--- config.mk ---
export PLATFORM = sky130hd
export DESIGN_NAME = ctrl_50mhz
export DESIGN_NICKNAME = d
export VERILOG_FILES = /design/src/rtl/ctrl_50mhz_pkg.sv /design/src/rtl/ctrl_50mhz.sv
export SDC_FILE = /design/constraint.sdc
export NUM_CORES = 1
export LEC_CHECK = 0
export BUFFER_PORTS_ARGS = -buffer_cell sky130_fd_sc_hd__buf_2
export CAP_MARGIN = 20
export CELL_PAD_IN_SITES_DETAIL_PLACEMENT = 0
export CELL_PAD_IN_SITES_GLOBAL_PLACEMENT = 1
export CORE_ASPECT_RATIO = 0.6
export CORE_UTILIZATION = 32
export CTS_BUF_LIST = sky130_fd_sc_hd__clkbuf_4
export DETAILED_ROUTE_END_ITERATION = 8
export PLACE_DENSITY_LB_ADDON = 0.1
export SLEW_MARGIN = 10
export SYNTH_ARGS = -nofsm -noshare
export SYNTH_HDL_FRONTEND = slang
export SYNTH_SLANG_ARGS = --single-unit
--- constraint.sdc ---
create_clock -name clk -period 1.76 [get_ports clk]
set_clock_uncertainty 0.2 [all_clocks]
set_input_delay 0.088 -clock clk [delete_from_list [all_inputs] [get_ports clk]]
set_output_delay 0.088 -clock clk [all_outputs]
set_load 0.02 [all_outputs]
--- src/rtl/ctrl_50mhz_pkg.sv ---
// Shared types and constants for the ctrl_50mhz packet write controller.
package ctrl_50mhz_pkg;

  localparam logic [7:0] HDR_A5        = 8'hA5;
  localparam logic [7:0] HDR_C3        = 8'hC3;
  localparam int         PAYLOAD_BYTES = 4;

  // Width of the exported state debug bus.
  localparam int STATE_W = 3;

  typedef enum logic [STATE_W-1:0] {
    HDR_WAIT = 3'd0,
    BYTE1    = 3'd1,
    BYTE2    = 3'd2,
    BYTE3    = 3'd3,
    BYTE4    = 3'd4
  } state_e;

  // True for either of the two recognised header bytes.
  function automatic logic is_header(input logic [7:0] b);
    return (b == HDR_A5) || (b == HDR_C3);
  endfunction

endpackage

--- src/rtl/ctrl_50mhz.sv ---
// Packet write controller: finds a header byte, then writes the following
// payload bytes into a FIFO, one registered write per byte.
// Optional feature macro: CTRL_50MHZ_PKT_CNT_EN enables the completed-packet
// counter; without it pkt_count is tied to zero.
//
// Handshake: data_ena/data is a one-cycle valid with no ready; a byte is
// consumed on every edge where data_ena=1. full is the FIFO's inverted ready
// and is only looked at on those same edges. wr/wr_data are a one-cycle
// write strobe issued the cycle after the byte was sampled; a byte seen
// while full=1 in a payload state is dropped and the packet is abandoned.
module ctrl_50mhz
  import ctrl_50mhz_pkg::*;
#(
  parameter int CNT_W = 16
) (
  input  logic               clk,
  input  logic               reset_n,
  input  logic               data_ena,
  input  logic [7:0]         data,
  input  logic               full,
  output logic               wr,
  output logic [7:0]         wr_data,
  output logic               pkt_done,
  output logic               overflow,
  output logic [CNT_W-1:0]   pkt_count,
  output logic [STATE_W-1:0] state_dbg
);

  state_e     state_q, state_d;
  logic       wr_q, wr_d;
  logic [7:0] wr_data_q, wr_data_d;
  logic       pkt_done_q, pkt_done_d;
  logic       overflow_q, overflow_d;
  logic       payload_sample;

`ifdef CTRL_50MHZ_PKT_CNT_EN
  logic [CNT_W-1:0] cnt_q, cnt_d;
`endif

  // State and output registers, synchronous active-low reset.
  always_ff @(posedge clk) begin
    if (!reset_n) begin
      state_q    <= HDR_WAIT;
      wr_q       <= 1'b0;
      wr_data_q  <= 8'h00;
      pkt_done_q <= 1'b0;
      overflow_q <= 1'b0;
`ifdef CTRL_50MHZ_PKT_CNT_EN
      cnt_q      <= '0;
`endif
    end else begin
      state_q    <= state_d;
      wr_q       <= wr_d;
      wr_data_q  <= wr_data_d;
      pkt_done_q <= pkt_done_d;
      overflow_q <= overflow_d;
`ifdef CTRL_50MHZ_PKT_CNT_EN
      cnt_q      <= cnt_d;
`endif
    end
  end

  // Next state: advance only on sampled bytes; full in a payload state aborts.
  always_comb begin
    state_d = state_q;
    if (data_ena) begin
      unique case (state_q)
        HDR_WAIT: if (is_header(data)) state_d = BYTE1;
        BYTE1:    state_d = full ? HDR_WAIT : BYTE2;
        BYTE2:    state_d = full ? HDR_WAIT : BYTE3;
        BYTE3:    state_d = full ? HDR_WAIT : BYTE4;
        BYTE4:    state_d = HDR_WAIT;
        default:  state_d = HDR_WAIT;
      endcase
    end
  end

  // Output next values: write accepted payload, flag dropped payload.
  always_comb begin
    payload_sample = data_ena && (state_q != HDR_WAIT);
    wr_d           = payload_sample && !full;
    wr_data_d      = wr_d ? data : wr_data_q;
    pkt_done_d     = wr_d && (state_q == BYTE4);
    overflow_d     = overflow_q || (payload_sample && full);
  end

`ifdef CTRL_50MHZ_PKT_CNT_EN
  // Packet counter bumps on the same edge that registers pkt_done; wraps freely.
  always_comb begin
    cnt_d = pkt_done_d ? cnt_q + CNT_W'(1) : cnt_q;
  end
  assign pkt_count = cnt_q;
`else
  assign pkt_count = {CNT_W{1'b0}};
`endif

  assign wr        = wr_q;
  assign wr_data   = wr_data_q;
  assign pkt_done  = pkt_done_q;
  assign overflow  = overflow_q;
  assign state_dbg = state_q;

endmodule

* Yosys cells after proc, flatten, opt, wreduce, memory -nomap -nowiden
Cells that the tools add are included.
** Word-level totals
- Bits in registers :: 14
- Word-level logic and storage cells :: 27
** Cells by class
- Muxes and demuxes :: 5
- Reduce and logical (&&, ||, !) cells :: 10
- Equal/unequal tests :: 7
** Operator list (count)
- $eq A8 B8 Y1 const B :: 2
- $pmux W3 S4 :: 1
- $eq A3 B2 Y1 const B :: 2
- $mux W3 :: 2
- $logic_and A1 B1 Y1 :: 4
- $mux W2 :: 2
- $eq A3 B1 Y1 const B :: 1
- $eq A3 B3 Y1 const B :: 1
- $logic_not A3 Y1 :: 1
- $reduce_bool A3 Y1 :: 1
- $logic_or A1 B1 Y1 :: 2
- $ne A2 B2 Y1 const B :: 1
- $reduce_and A2 Y1 :: 1
- $logic_not A1 Y1 :: 1

* Depth between registers and ports, before layout
- Depth after elaboration :: 4
- Depth in mapped cells :: 4
- Depth with buffers taken out :: 4

* Least setup slack after synthesis
Ideal clock, no wire load.
- Path type :: register to register
- Start point :: register state_q[1] (netlist: state_dbg[1])
- End point :: register wr_data_q[0] (netlist: wr_data[0])
- Buffers on the path :: 0
- Clock period less this slack :: 1467 ps
- Arrival :: 1151 ps
- Cell stages (with the launch flop) :: 5
- Path slack :: 293 ps
- Setup time :: 116 ps
- Cell sequence :: dfxtp_1 -> o31ai_4 -> nor2_8 -> mux2i_1 -> nor2b_1
** Between the ends
- Word-level cells in the longest chain between the ends :: 3
** Ends and longest elaborated chain
- from (decl) :: RTL line ctrl_50mhz.sv:29 : state_e state_q, state_d;
- from (signal assigned) :: RTL line ctrl_50mhz.sv:52 : state_q <= state_d;
- $reduce_bool A3 Y1 :: RTL line ctrl_50mhz.sv:80 : payload_sample = data_ena && (state_q != HDR_WAIT);
- $logic_and A1 B1 Y1 :: RTL line ctrl_50mhz.sv:80
- $logic_and A1 B1 Y1 :: RTL line ctrl_50mhz.sv:81 : wr_d = payload_sample && !full;
- to (signal assigned) :: RTL line ctrl_50mhz.sv:54 : wr_data_q <= wr_data_d;
- to (decl) :: RTL line ctrl_50mhz.sv:31 : logic [7:0] wr_data_q, wr_data_d;
No other way between the ends.
A chain may end at the register's enable or synchronous reset.

* Final worst setup path
- Start point :: input port data[1]
- End point :: register state_q[2] (netlist: state_dbg[2])
** Between the ends
- Word-level cells in the longest chain between the ends :: 4
** Ends and longest elaborated chain
- from (decl) :: RTL line ctrl_50mhz.sv:19 : input logic [7:0] data,
- $eq A8 B8 Y1 :: RTL line ctrl_50mhz_pkg.sv:21 : return (b == HDR_A5) || (b == HDR_C3);
- $logic_or A1 B1 Y1 * :: RTL line ctrl_50mhz_pkg.sv:21
- $ne A2 B2 Y1 (no source line) *
- $reduce_and A2 Y1 (no source line) *
Mark *: on every way between the ends. The rest lies on a longest branch, timed or not.

==> impl_metrics.toml <==
[synthesis]
synthXorXnorAreaFrac = 0.01199
muxShareOfSynthArea = 0.1507
synth_top_family_by_area = "simple AND/OR/NAND/NOR gates"
ys_warn_count = 0
yosysSeqAreaShare = 0.3836
synth_simple_gate_area_share = 0.2089
synth_compound_area_frac = 0.06507
syn_area_um2 = 730.7
syn_avg_cell_area_um2 = 10.01
synth_cell_types = 21
ys_ff_latch = 14
postSynthCellCount = 73
synthAdderAreaFrac = 0

[place]
gp_congestion = 0.6782
port_buffers = 25
dp_hpwl_mm = 1.071

[timing]
drv_slew = 0
period_share = 0.8995
fmax_mhz = 631.7
fin_setup_tns_ns = 0
rsz0062_at_grt = "no"
period_needed_ns = 1.583
finalHoldViolCount = 0
setup_viol = 0

[global_route]
grt-ovfl-total = 0
grt_use_met2 = 0.1596
grt_max_degree = 15
grt_pass1_vias = 440
grt_use_met1 = 0.1809
antenna_found_initial = 0
grt_usage = 0.1327
gr-max-usage-layer = "met1"
grt_util_met3 = 0.07941
grt_first_pass_wirelength_mm = 2.221

[pwr]
comb_power_share = 0.146
internal_power_mw = 0.4275
p_per_area_mw_per_mm2 = 615.6
p_sw_mw = 0.1533
seqPwrFrac = 0.547
p_sw_frac = 0.2639
p_leak_nw = 0.4363
ir_drop_mv = 0.3660
power_frac_clock = 0.307

[cells_and_area]
ff_latch_area_um2 = 280.3
mostFrequentLayoutCell = "buf_2"
antenna_cells = 0
utilization = 0.4724
layout_common_cells = "buf_2, conb_1, dfxtp_1, mux2i_1, dlygate4sd3_1"
area_delta_synth_final_pct = 29.11
fillers = 204
multi_input_area_um2 = 379.1
drive_gt1_frac = 0.3028
nets = 123

[setup_path]
cpPeakStageDelay_ns = 0.53
critPathCaptureType = "flop"
r2r-start = "state_dbg[1]"
crit_slowest_cell = "dlygate4sd3_1"
crit_path_max_fanout = 3
rr_endpoint = "wr_data[3]"
r2r_cells = 4
r2r_slack_ns = 0.29
cp_data_required_time_ns = 1.76
crit_type = "in2reg"
arrival_ns = 1.59
crit_chain = "dlygate4sd3_1 > buf_2 > nor4bb_1 > nor2_1 > o21ai_2 > mux2i_1"
crit_path_start_kind = "input port"

[clocking]
cts_made_buffers = 3
clock_path_buffers = 2
cts_hold_buf = 9
cts_setup_buffers = 0
root_buffer = "clkbuf_4"
clk_latency_ns = 0.27
cts.htree.levels = 1
clk_pin_slew_ns = 0.08
post_cts_resized = 0
cts_tree = "built"
clock-sinks = 14

[die]
rows = 12
die_y_um = 39.02
initial_core_util = 0.3659
pin_count = 42
core-area_mm2 = 0.001997
die_area_mm2 = 0.002485
fp.dieW_um = 63.69

[hold_path]
hold_start = "full"
hold_path_end = "state_dbg[1]"
hold_class = "in2reg"
holdPathStages = 4

[drt]
vias_per_cell = 3.978
num_vias = 545
wl_mm = 1.459
drt_iter0_markers = 20
drt_first_pass_iters = 4
ant_nets = 0
wl_per_cell_um = 10.65
drc_errors = 0

[outcome]
outcome = "finished clean"

[job]
drv_cap = 0
## cells by family after synthesis
family,Yosys count
compound gates,4
xor+xnor,1
buf+inv,18
flops,14
mux,11
other cells,1
simple gates,24
## worst max-delay path: cells and delay by family
family | cells | cell delay [ns]
simple gates | 2 | 0.37
compound gates | 1 | 0.24
buf+inv | 2 | 0.67
mux | 1 | 0.22
## metal layers
layer,share of wire,routed length [um]
met5,0,0
met4,0.0075,11
met3,0.088,128
met2,0.35,513
met1,0.55,805
## registers in the layout, summed over array words and instances (netlist names)
name	cells
state_dbg	3
pkt_done	1
overflow	1
wr_data	8
wr	1
## worst max-delay path by stage
stage                 startpoint           end  slack (ns)  cells past startpoint
floorplan           state_dbg[1]    wr_data[0]        0.29                      4
global placement    state_dbg[1]  state_dbg[2]        0.31                      3
detailed placement  state_dbg[1]    wr_data[7]        0.32                      4
CTS                      data[1]  state_dbg[2]        0.18                      6
global route             data[1]  state_dbg[2]        0.03                      6
finish                   data[1]  state_dbg[2]        0.18                      6
## synthesized netlist by cell type (all sizes together)
cell type	instances	area share
a211o	1	0.014
and2	1	0.0086
buf	16	0.16
clkbuf	1	0.0051
conb	1	0.0051
dfxtp	14	0.38
inv	1	0.0051
mux2i	11	0.15
nand2	4	0.021
nand2b	1	0.0086
nand3	1	0.0068
nand4	1	0.0086
nor2	5	0.048
nor2b	8	0.068
nor4b	1	0.012
nor4bb	2	0.027
o21a	1	0.010
o21ai	1	0.012
o31ai	1	0.029
xor2	1	0.012
## power groups by stage
| stage | combinational (mW) | sequential (mW) | clock [mW] |
|---|---|---|---|
| 6_report | 0.0848 | 0.318 | 0.179 |
| 5_1_grt | 0.0910 | 0.318 | 0.205 |
| 4_1_cts | 0.0839 | 0.318 | 0.188 |
| 3_3_place_gp | 0.0688 | 0.325 | 0 |
| 2_1_floorplan | 0.0712 | 0.326 | 0 |
| 3_5_place_dp | 0.0684 | 0.325 | 0 |
## area by class of cell
class                   count  share of cell area
multi-input cells          56              0.4019
flip-flops and latches     14              0.2971
repair buffers             35              0.2361
well taps                  28             0.03714
clock buffers               3             0.02387
inverters                   1            0.003979
## through the flow
stage	power [mW]	area (um2)	hold WS, ns	setup slack (ns)	cells
3_3_place_gp	0.3938	830.8	0.1752	0.3120	125
5_1_grt	0.6142	943.4	0.0006167	0.02936	137
2_1_floorplan	0.3973	787.0	0.03562	0.2934	88
3_5_place_dp	0.3934	830.8	0.1822	0.3174	125
4_1_cts	0.5897	943.4	0.0003492	0.1776	137
6_report	0.5808	943.4	0.01315	0.1768	137
(Power assumes the default switching activity.)
